File: config.mk
export PLATFORM = sky130hd
export DESIGN_NAME = regfile_writeback
export DESIGN_NICKNAME = d
export VERILOG_FILES = /design/src/rtl/regfile_writeback.sv
export SDC_FILE = /design/constraint.sdc
export NUM_CORES = 1
export LEC_CHECK = 0
export CORE_UTILIZATION = 40
export DETAILED_ROUTE_END_ITERATION = 6
export GPL_ROUTABILITY_DRIVEN = 0
export PLACE_DENSITY = 0.71
export RECOVER_POWER = 100
export SYNTH_ARGS = -nofsm -noshare
export SYNTH_HDL_FRONTEND = slang
export SYNTH_SLANG_ARGS = --single-unit
File: constraint.sdc
create_clock -name clk -period 8.9 [get_ports clk]
set_input_delay 1.335 -clock clk [delete_from_list [all_inputs] [get_ports clk]]
set_output_delay 1.335 -clock clk [all_outputs]
set_load 0.005 [all_outputs]
File: src/rtl/regfile_writeback.sv
// Register-file write-port driver: a small result queue from MEM/WB plus a
// per-register in-flight scoreboard that decode queries before issuing.
module regfile_writeback #(
    parameter int DEPTH = 2,
    parameter int CNT_W = 2
) (
    input  logic        clk,
    input  logic        rst,
    input  logic        in_valid,
    output logic        in_ready,
    input  logic [4:0]  in_rd,
    input  logic [31:0] in_data,
    input  logic        hold,
    output logic        we,
    output logic [4:0]  waddr,
    output logic [31:0] wdata,
    input  logic        iss_valid,
    input  logic [4:0]  iss_rd,
    output logic        iss_stall,
    input  logic [4:0]  q_addr1,
    output logic        q_busy1,
    input  logic [4:0]  q_addr2,
    output logic        q_busy2,
    output logic        sb_err
);

    localparam int PTR_W = (DEPTH > 1) ? $clog2(DEPTH) : 1;
    localparam logic [PTR_W:0]   FULL     = (PTR_W + 1)'(DEPTH);
    localparam logic [CNT_W-1:0] CNT_MAX  = {CNT_W{1'b1}};
    localparam logic [CNT_W-1:0] CNT_ONE  = CNT_W'(1);

    typedef struct packed {
        logic [4:0]  rd;
        logic [31:0] data;
    } entry_t;

    entry_t             mem_q [DEPTH];
    logic [PTR_W-1:0]   head_q, tail_q;
    logic [PTR_W:0]     count_q;
    logic               we_q;
    logic [4:0]         waddr_q;
    logic [31:0]        wdata_q;
    logic               err_q, err_d;
    logic [CNT_W-1:0]   cnt_q [32];
    logic [CNT_W-1:0]   cnt_d [32];

    logic   push, pop, inc;
    entry_t head;

    assign in_ready = (count_q != FULL);
    assign push     = in_valid && in_ready;
    assign pop      = (count_q != '0) && !hold;
    assign head     = mem_q[head_q];

    assign iss_stall = (iss_rd != 5'd0) && (cnt_q[iss_rd] == CNT_MAX);
    assign inc       = iss_valid && (iss_rd != 5'd0) && !iss_stall;

    // A final in-flight write is forwarded by the register file in its commit
    // cycle, so it no longer counts as busy.
    assign q_busy1 = (q_addr1 != 5'd0) && (cnt_q[q_addr1] != '0) &&
                     !(we_q && waddr_q == q_addr1 && cnt_q[q_addr1] == CNT_ONE);
    assign q_busy2 = (q_addr2 != 5'd0) && (cnt_q[q_addr2] != '0) &&
                     !(we_q && waddr_q == q_addr2 && cnt_q[q_addr2] == CNT_ONE);

    assign we     = we_q;
    assign waddr  = waddr_q;
    assign wdata  = wdata_q;
    assign sb_err = err_q;

    always_comb begin
        // NOTE: defaults first so every path assigns cnt_d/err_d and no latch is inferred.
        cnt_d = cnt_q;
        err_d = err_q;
        if (iss_valid && iss_stall)
            err_d = 1'b1;
        if (we_q && !(inc && iss_rd == waddr_q)) begin
            if (cnt_q[waddr_q] == '0)
                err_d = 1'b1;
            else
                cnt_d[waddr_q] = cnt_q[waddr_q] - CNT_ONE;
        end
        if (inc && !(we_q && iss_rd == waddr_q))
            cnt_d[iss_rd] = cnt_q[iss_rd] + CNT_ONE;
        cnt_d[0] = '0;
    end

    // NOTE: queue storage is not reset; head/tail/count alone define which entries are live.
    always_ff @(posedge clk) begin
        if (push)
            mem_q[tail_q] <= '{rd: in_rd, data: in_data};
    end

    // NOTE: sequential state uses non-blocking assignments only.
    always_ff @(posedge clk) begin
        if (rst) begin
            head_q  <= '0;
            tail_q  <= '0;
            count_q <= '0;
            we_q    <= 1'b0;
            waddr_q <= '0;
            wdata_q <= '0;
            err_q   <= 1'b0;
            for (int i = 0; i < 32; i++)
                cnt_q[i] <= '0;
        end else begin
            if (push)
                tail_q <= tail_q + PTR_W'(1);
            if (pop)
                head_q <= head_q + PTR_W'(1);
            case ({push, pop})
                2'b10:   count_q <= count_q + 1'b1;
                2'b01:   count_q <= count_q - 1'b1;
                default: count_q <= count_q;
            endcase
            we_q <= pop && (head.rd != 5'd0);
            if (pop && head.rd != 5'd0) begin
                waddr_q <= head.rd;
                wdata_q <= head.data;
            end
            err_q <= err_d;
            cnt_q <= cnt_d;
        end
    end

endmodule

==> results by group, run 1 <==
Routing
  • Via Count: 7712
  • Post-route ant nets: 0
  • 1st-iter DRT viols: 867
  • Drt total wl: 28200 um
  • Via density: 6.08
  • DR WL/cell: 22.3 um
  • Drt drc: 0
  • DR pass1 iterations: 5

Clock network
  • Setup Fix Bufs, Post-CTS: 0
  • TritonCTS clock tree: done
  • TritonCTS sink count: 180
  • Clock Path Buffers: 2
  • CTS buffer count: 17
  • # resized after CTS: 0
  • Root buffer cell: clkbuf_16
  • H-tree depth: 4
  • Worst-Skew Late Latency: 0.44 ns
  • # hold bufs at CTS: 0
  • CTS clock-pin slew for the worst setup and hold paths: 0.08 ns

Critical path
  • CP Cell Sequence: mux2_2, a22o_1, nor2_1, o21a_1, and3_1, ha_1, nor2b_1, nand2_1, a211oi_1, nand2_1, mux2i_1, o22ai_2
  • CP Launch Type: flip-flop
  • Crit path kind: flip-flop to flip-flop
  • CP max stage delay: 1.99 ns
  • Crit path top cell by count: nand2_1
  • CP arrival: 6.81 ns
  • Crit path max fanout: 32
  • Worst Path Required: 9.19 ns
  • CP endpoint kind: flip-flop
  • Max stage delay cell, worst path: a211oi_1

Power and ir drop
  • Post-layout power: 2730 uW
  • Leakage: 0.00424 uW
  • Seq pwr share: 40.9%
  • Gate power share: 30.0%
  • Switch Pwr: 969 uW
  • Clock Power Share: 29.1%
  • Internal power: 1760 uW
  • VDD IR max: 0.000139 V
  • Sw Share: 35.5%
  • Power Density: 234 nW/um2

Floorplanning
  • Initial Utilization: 40.9%
  • IO Pins: 100
  • Core Box Area: 24300 um2
  • Row cnt: 57
  • Die ar.: 25500 um2
  • Die Span X: 160 um
  • Chip height: 160 um

Final layout
  • Register area: 4350 um2
  • Area Growth Syn to Fin: 17.6%
  • Layout Cells excl Fill: 1268
  • Layout cells sized above 1: 15.6%
  • Area of the multi-input gates: 5230 um2
  • Final Util: 48.1%
  • Fill count: 2177
  • Net count, final: 989
  • Most frequent cells in the layout: mux2i_1, dfxtp_1, dlygate4sd3_1, edfxtp_1, nor2_1

Synth
  • Yosys cell types: 73
  • Avg Cell Area, Syn: 11.5 um2
  • Post-Syn Area: 9950 um2
  • Mapped Cells: 868
  • Synth Net Count: 928
  • Most used DFF post-synth: dfxtp_1
  • Yosys reg bits: 180
  • Synth async-reset ratio: 0%
  • Yosys warns: 0
  • Sequential area share after synthesis: 43.7%
  • EDFF count, synth: 74

Outcome
  • Status: complete, but fails checks
  • Failing checks: max-capacitance violations, max-slew violations

Global route
  • Largest net degree at the start of global routing: 86
  • Initial antenna violation count: 3
  • Gr ovfl total: 0
  • GRT Overall Usage: 22.5%
  • Vias in the first global route: 7478
  • First-pass GRT wire length: 44100 um

STA
  • Final Hold Vio Count: 0
  • Period minus WS final: 6.52 ns
  • Setup ws final: 2.38 ns
  • Setup TNS Final: 0 ns
  • Setup-failing EPs final: 0
  • Clk_skew: 0.0164 ns
  • Slew @ Worst Pin: 3.99 ns
  • Crit share post-route: 73.3%
  • Max Slew Vio Count: 203
  • Peak Freq: 153 MHz
  • Max_slew headroom: -166%
  • RSZ-0062 raised after global routing: no

Place
  • HPWL after DPL: 18800 um
  • Port Buffers: 99
  • Post-Place Worst Slack: 3.03 ns
  • Placed insts: 1234

Worst hold path
  • HP Class: flip-flop to flip-flop

Flow run
  • Max-cap violations: 5
[layer usage]
| metal | up-vias | wire [um] | global-route usage, % |
|---|---|---|---|
| met5 | - | 13 | 0 |
| met4 | 2 | 1200 | 11.2 |
| met3 | 83 | 2370 | 5.53 |
| met2 | 430 | 13100 | 35.1 |
| met1 | 3733 | 11500 | 29.0 |
| li1 | 3464 | - | - |
[final cells by class]
cell class	instances	share of cell area (%)
Sequential cell	180	37.1
Clock buffer	17	3.64
Multi-Input combinational cell	613	44.7
Antenna cell	2	0.0428
Tap cell	324	3.46
Clock inverter	15	1.79
Inverter	4	0.128
Timing Repair Buffer	113	9.13
[cells in the mapped netlist (all sizes together) (5+ instances only)]
| library cell | instances | share of area, % |
|---|---|---|
| dfxtp | 106 | 21 |
| mux2i | 105 | 11 |
| edfxtp | 74 | 22 |
| nand2 | 51 | 2.0 |
| nor2 | 50 | 1.9 |
| mux4 | 45 | 10 |
| o22ai | 45 | 3.6 |
| a211oi | 43 | 3.5 |
| clkbuf | 39 | 1.5 |
| nand2b | 36 | 2.3 |
| buf | 32 | 2.1 |
| a22oi | 25 | 2.3 |
| nand3 | 24 | 1.2 |
| a21oi | 18 | 0.98 |
| mux2 | 18 | 2.1 |
| nor2b | 16 | 1.0 |
| xor2 | 15 | 1.7 |
| o21ai | 14 | 0.70 |
| and3 | 12 | 0.75 |
| nor3 | 10 | 0.55 |
| nor3b | 8 | 0.81 |
| or3 | 8 | 0.50 |
| and2 | 7 | 0.44 |
| nor4 | 6 | 0.59 |
| a31oi | 5 | 0.31 |
| and3b | 5 | 0.44 |
| o211ai | 5 | 0.43 |
[final timing paths]
kind	from	endpoint	slack, ns	cells after the start
worst min register to register	wdata[2]	wdata[2]	0.49	2
worst max register to register	waddr[1]	cnt_q[12]	2.38	12
worst min-delay path	wdata[2]	wdata[2]	0.49	2
worst max-delay path	waddr[1]	cnt_q[12]	2.38	12
[critical path, delay by kind of cell, from the launching register on]
kind            cells  cell delay [ns]
compound gates      4             2.63
flops               1             1.61
simple gates        5             1.16
mux                 2             0.70
fa+ha+maj           1             0.25
[state kept, by name, summed over array words and instances, names as in the netlist, named ones only]
signal / flops
cnt_q: 62
we: 1
tail_q: 1
count_q: 2
head_q: 1
wdata: 32
waddr: 5
mem_q: 74
sb_err: 1
[power groups by stage]
| stage | clock, uW | combinational (uW) | sequential (uW) |
|---|---|---|---|
| 4_1_cts | 810 | 855 | 1120 |
| 3_3_place_gp | 0 | 840 | 1130 |
| 2_1_floorplan | 0 | 532 | 1100 |
| 5_1_grt | 846 | 885 | 1130 |
| 3_5_place_dp | 0 | 851 | 1130 |
| 6_report | 795 | 821 | 1120 |
[logic make-up after synthesis]
family	synth area share (%)
fa+ha+maj	0.377
simple gates	13.6
mux	22.9
compound gates	13.8
buf+inv	3.72
xor+xnor	2.01
flops	43.7
[through the flow]
stage / instance area, um2 / hold WS [ns]
after floorplan: 9950 / 0.472
after global placement: 11100 / 0.483
after detailed placement: 11100 / 0.492
after CTS: 11700 / 0.502
after global routing: 11700 / 0.518
final: 11700 / 0.494
Power figures use the tool's default switching activity.
==> inputs of run 2 (changes only) <==
--- a/config.mk
+++ b/config.mk
@@ -8,7 +8,7 @@
 export CORE_UTILIZATION = 40
 export DETAILED_ROUTE_END_ITERATION = 6
 export GPL_ROUTABILITY_DRIVEN = 0
-export PLACE_DENSITY = 0.71
+export PLACE_DENSITY = 0.74
 export RECOVER_POWER = 100
 export SYNTH_ARGS = -nofsm -noshare
 export SYNTH_HDL_FRONTEND = slang
==> constraint.sdc (replaced) <==
create_clock -name clk -period 5.7 [get_ports clk]
set_input_delay 0.855 -clock clk [delete_from_list [all_inputs] [get_ports clk]]
set_output_delay 0.855 -clock clk [all_outputs]
set_load 0.005 [all_outputs]
==> results by group, run 2 (same netlist as run 1, synthesis figures left out) <==
Outcome
  • Status: complete, but fails checks
  • Failing checks: max-capacitance violations, max-slew violations

Floorplanning
  • Die Span X: 160 um (unchanged)
  • Core Box Area: 24300 um2 (unchanged)
  • Die ar.: 25500 um2 (unchanged)
  • IO Pins: 100 (unchanged)
  • Initial Utilization: 40.9% (unchanged)
  • Chip height: 160 um (unchanged)
  • Row cnt: 57 (unchanged)

STA
  • Setup-failing EPs final: 0 (unchanged)
  • Crit share post-route: 90.5%
  • Max Slew Vio Count: 194 (-4.4%)
  • RSZ-0062 raised after global routing: no
  • Setup TNS Final: 0 ns (unchanged)
  • Clk_skew: 0.0165 ns (+0.000148 ns)
  • Smallest hold slack: 0.496 ns (+0.00214 ns)
  • Period minus WS final: 5.16 ns
  • Final Hold Vio Count: 0 (unchanged)
  • Peak Freq: 194 MHz
  • Max_slew headroom: -161% (+4.2 points)
  • Slew @ Worst Pin: 3.92 ns (-0.0635 ns)

Critical path
  • CP arrival: 4.30 ns (-2.51 ns)
  • R2R depth: 12 (unchanged)
  • R2R Path Start: waddr[1]
  • R2R Path End: cnt_q[4]
  • CP Launch Type: primary input
  • Crit path max fanout: 14 (-56%)
  • R2R setup slack: 0.62 ns (-1.76 ns)
  • CP endpoint kind: output port
  • Worst Path Required: 4.85 ns (-4.34 ns)
  • Crit path kind: primary input to output port

Routing
  • DR WL/cell: 21.6 um (-2.9%)
  • Via Count: 7699 (-0.17%)
  • Drt total wl: 27600 um (-2.0%)
  • 1st-iter DRT viols: 882 (+1.7%)
  • DR pass1 iterations: 5 (unchanged)
  • Drt drc: 0 (unchanged)
  • Via density: 6.02 (-1.0%)
  • Post-route ant nets: 0 (unchanged)

Clock network
  • CTS clock-pin slew for the worst setup and hold paths: 0.08 ns (about the same)
  • Worst-Skew Late Latency: 0.45 ns (about the same)
  • # resized after CTS: 0 (unchanged)
  • Root buffer cell: clkbuf_16
  • TritonCTS clock tree: done
  • Setup Fix Bufs, Post-CTS: 0 (unchanged)
  • # hold bufs at CTS: 0 (unchanged)
  • TritonCTS sink count: 180 (unchanged)
  • Clock Path Buffers: 2 (unchanged)
  • H-tree depth: 4 (unchanged)
  • CTS buffer count: 17 (unchanged)

Final layout
  • Area of the multi-input gates: 5240 um2 (+0.29%)
  • Layout cells sized above 1: 16.6% (+1.0 points)
  • Max reg flops: 74 (unchanged)
  • Net count, final: 998 (+0.91%)
  • Biggest register: mem_q
  • Fill count: 2146 (-1.4%)
  • Non-Filler Cell Area, Final: 11800 um2 (+0.83%)
  • Most frequent cells in the layout: mux2i_1, dfxtp_1, dlygate4sd3_1, edfxtp_1, nand2_1
  • Area Growth Syn to Fin: 18.6%
  • Register area: 4350 um2 (unchanged)

Power and ir drop
  • Power Density: 363 nW/um2 (+56%)
  • Leakage: 0.00429 uW (+1.1%)
  • VDD IR max: 0.000243 V (+75%)
  • Post-layout power: 4290 uW (+57%)

Flow run
  • Max-cap violations: 4 (-1)

Place
  • HPWL after DPL: 18500 um (-1.3%)
  • Instance area at placement: 11200 um2 (+0.56%)
  • Port Buffers: 99 (unchanged)

Global route
  • Initial antenna violation count: 6 (+3)
  • Gr ovfl total: 0 (unchanged)
  • First-pass GRT wire length: 43000 um (-2.5%)
  • GRT Overall Usage: 21.9% (-0.58 points)
  • Vias in the first global route: 7583 (+1.4%)
  • Largest net degree at the start of global routing: 85 (-1.2%)

Worst hold path
  • HP Class: flip-flop to flip-flop
  • Min-delay src: wdata[27]
  • Worst hold path cell count: 2 (unchanged)
  • Hold Path Sink: wdata[27]
## run 2: layout make-up
cell class,instances,area share (%)
Antenna cell,4,0.0848
Clock buffer,17,3.61
Clock inverter,15,1.83
Inverter,4,0.127
Multi-Input combinational cell,613,44.4
Sequential cell,180,36.8
Tap cell,324,3.44
Timing Repair Buffer,122,9.65
## run 2: power breakdown
part,switching [uW],total [uW],internal [uW]
combinational,683,1240,562
sequential,203,1790,1590
clock,637,1250,614
## run 2: worst max-delay path by stage
stage                     end  cells after the start       from
finish              iss_stall                      9  iss_rd[3]
global route        iss_stall                      9  iss_rd[3]
CTS                 iss_stall                      9  iss_rd[3]
detailed placement  iss_stall                      9  iss_rd[3]
global placement    iss_stall                      9  iss_rd[3]
floorplan           cnt_q[24]                     13  iss_rd[0]
## run 2: stage by stage
stage / instances / setup slack, ns / utilization (%)
6_report: 1279 / 0.541 / 48.5
5_1_grt: 1278 / 0.365 / 48.5
4_1_cts: 1275 / 0.660 / 48.6
3_5_place_dp: 1243 / 0.683 / 46.0
3_3_place_gp: 1243 / 0.605 / 46.0
2_1_floorplan: 868 / 2.09 / -
## run 2: worst max-delay path, stage by stage
cell           delay (ns)
dlygate4sd3_1        0.96
nor3b_1              0.72
and3_1               0.27
nor4_2               0.06
and4_4               0.23
inv_2                0.10
ha_1                 0.17
a21boi_0             0.31
dlygate4sd3_1        0.63
## run 2: routing by layer
layer / vias up / global-route usage [%] / part of all wire (%)
met1: 3721 / 27.9 / 40
li1: 3491 / - / -
met2: 407 / 35.0 / 48
met4: 4 / 10.1 / 3.8
met5: - / 0 / 0.080
met3: 76 / 5.35 / 8.8
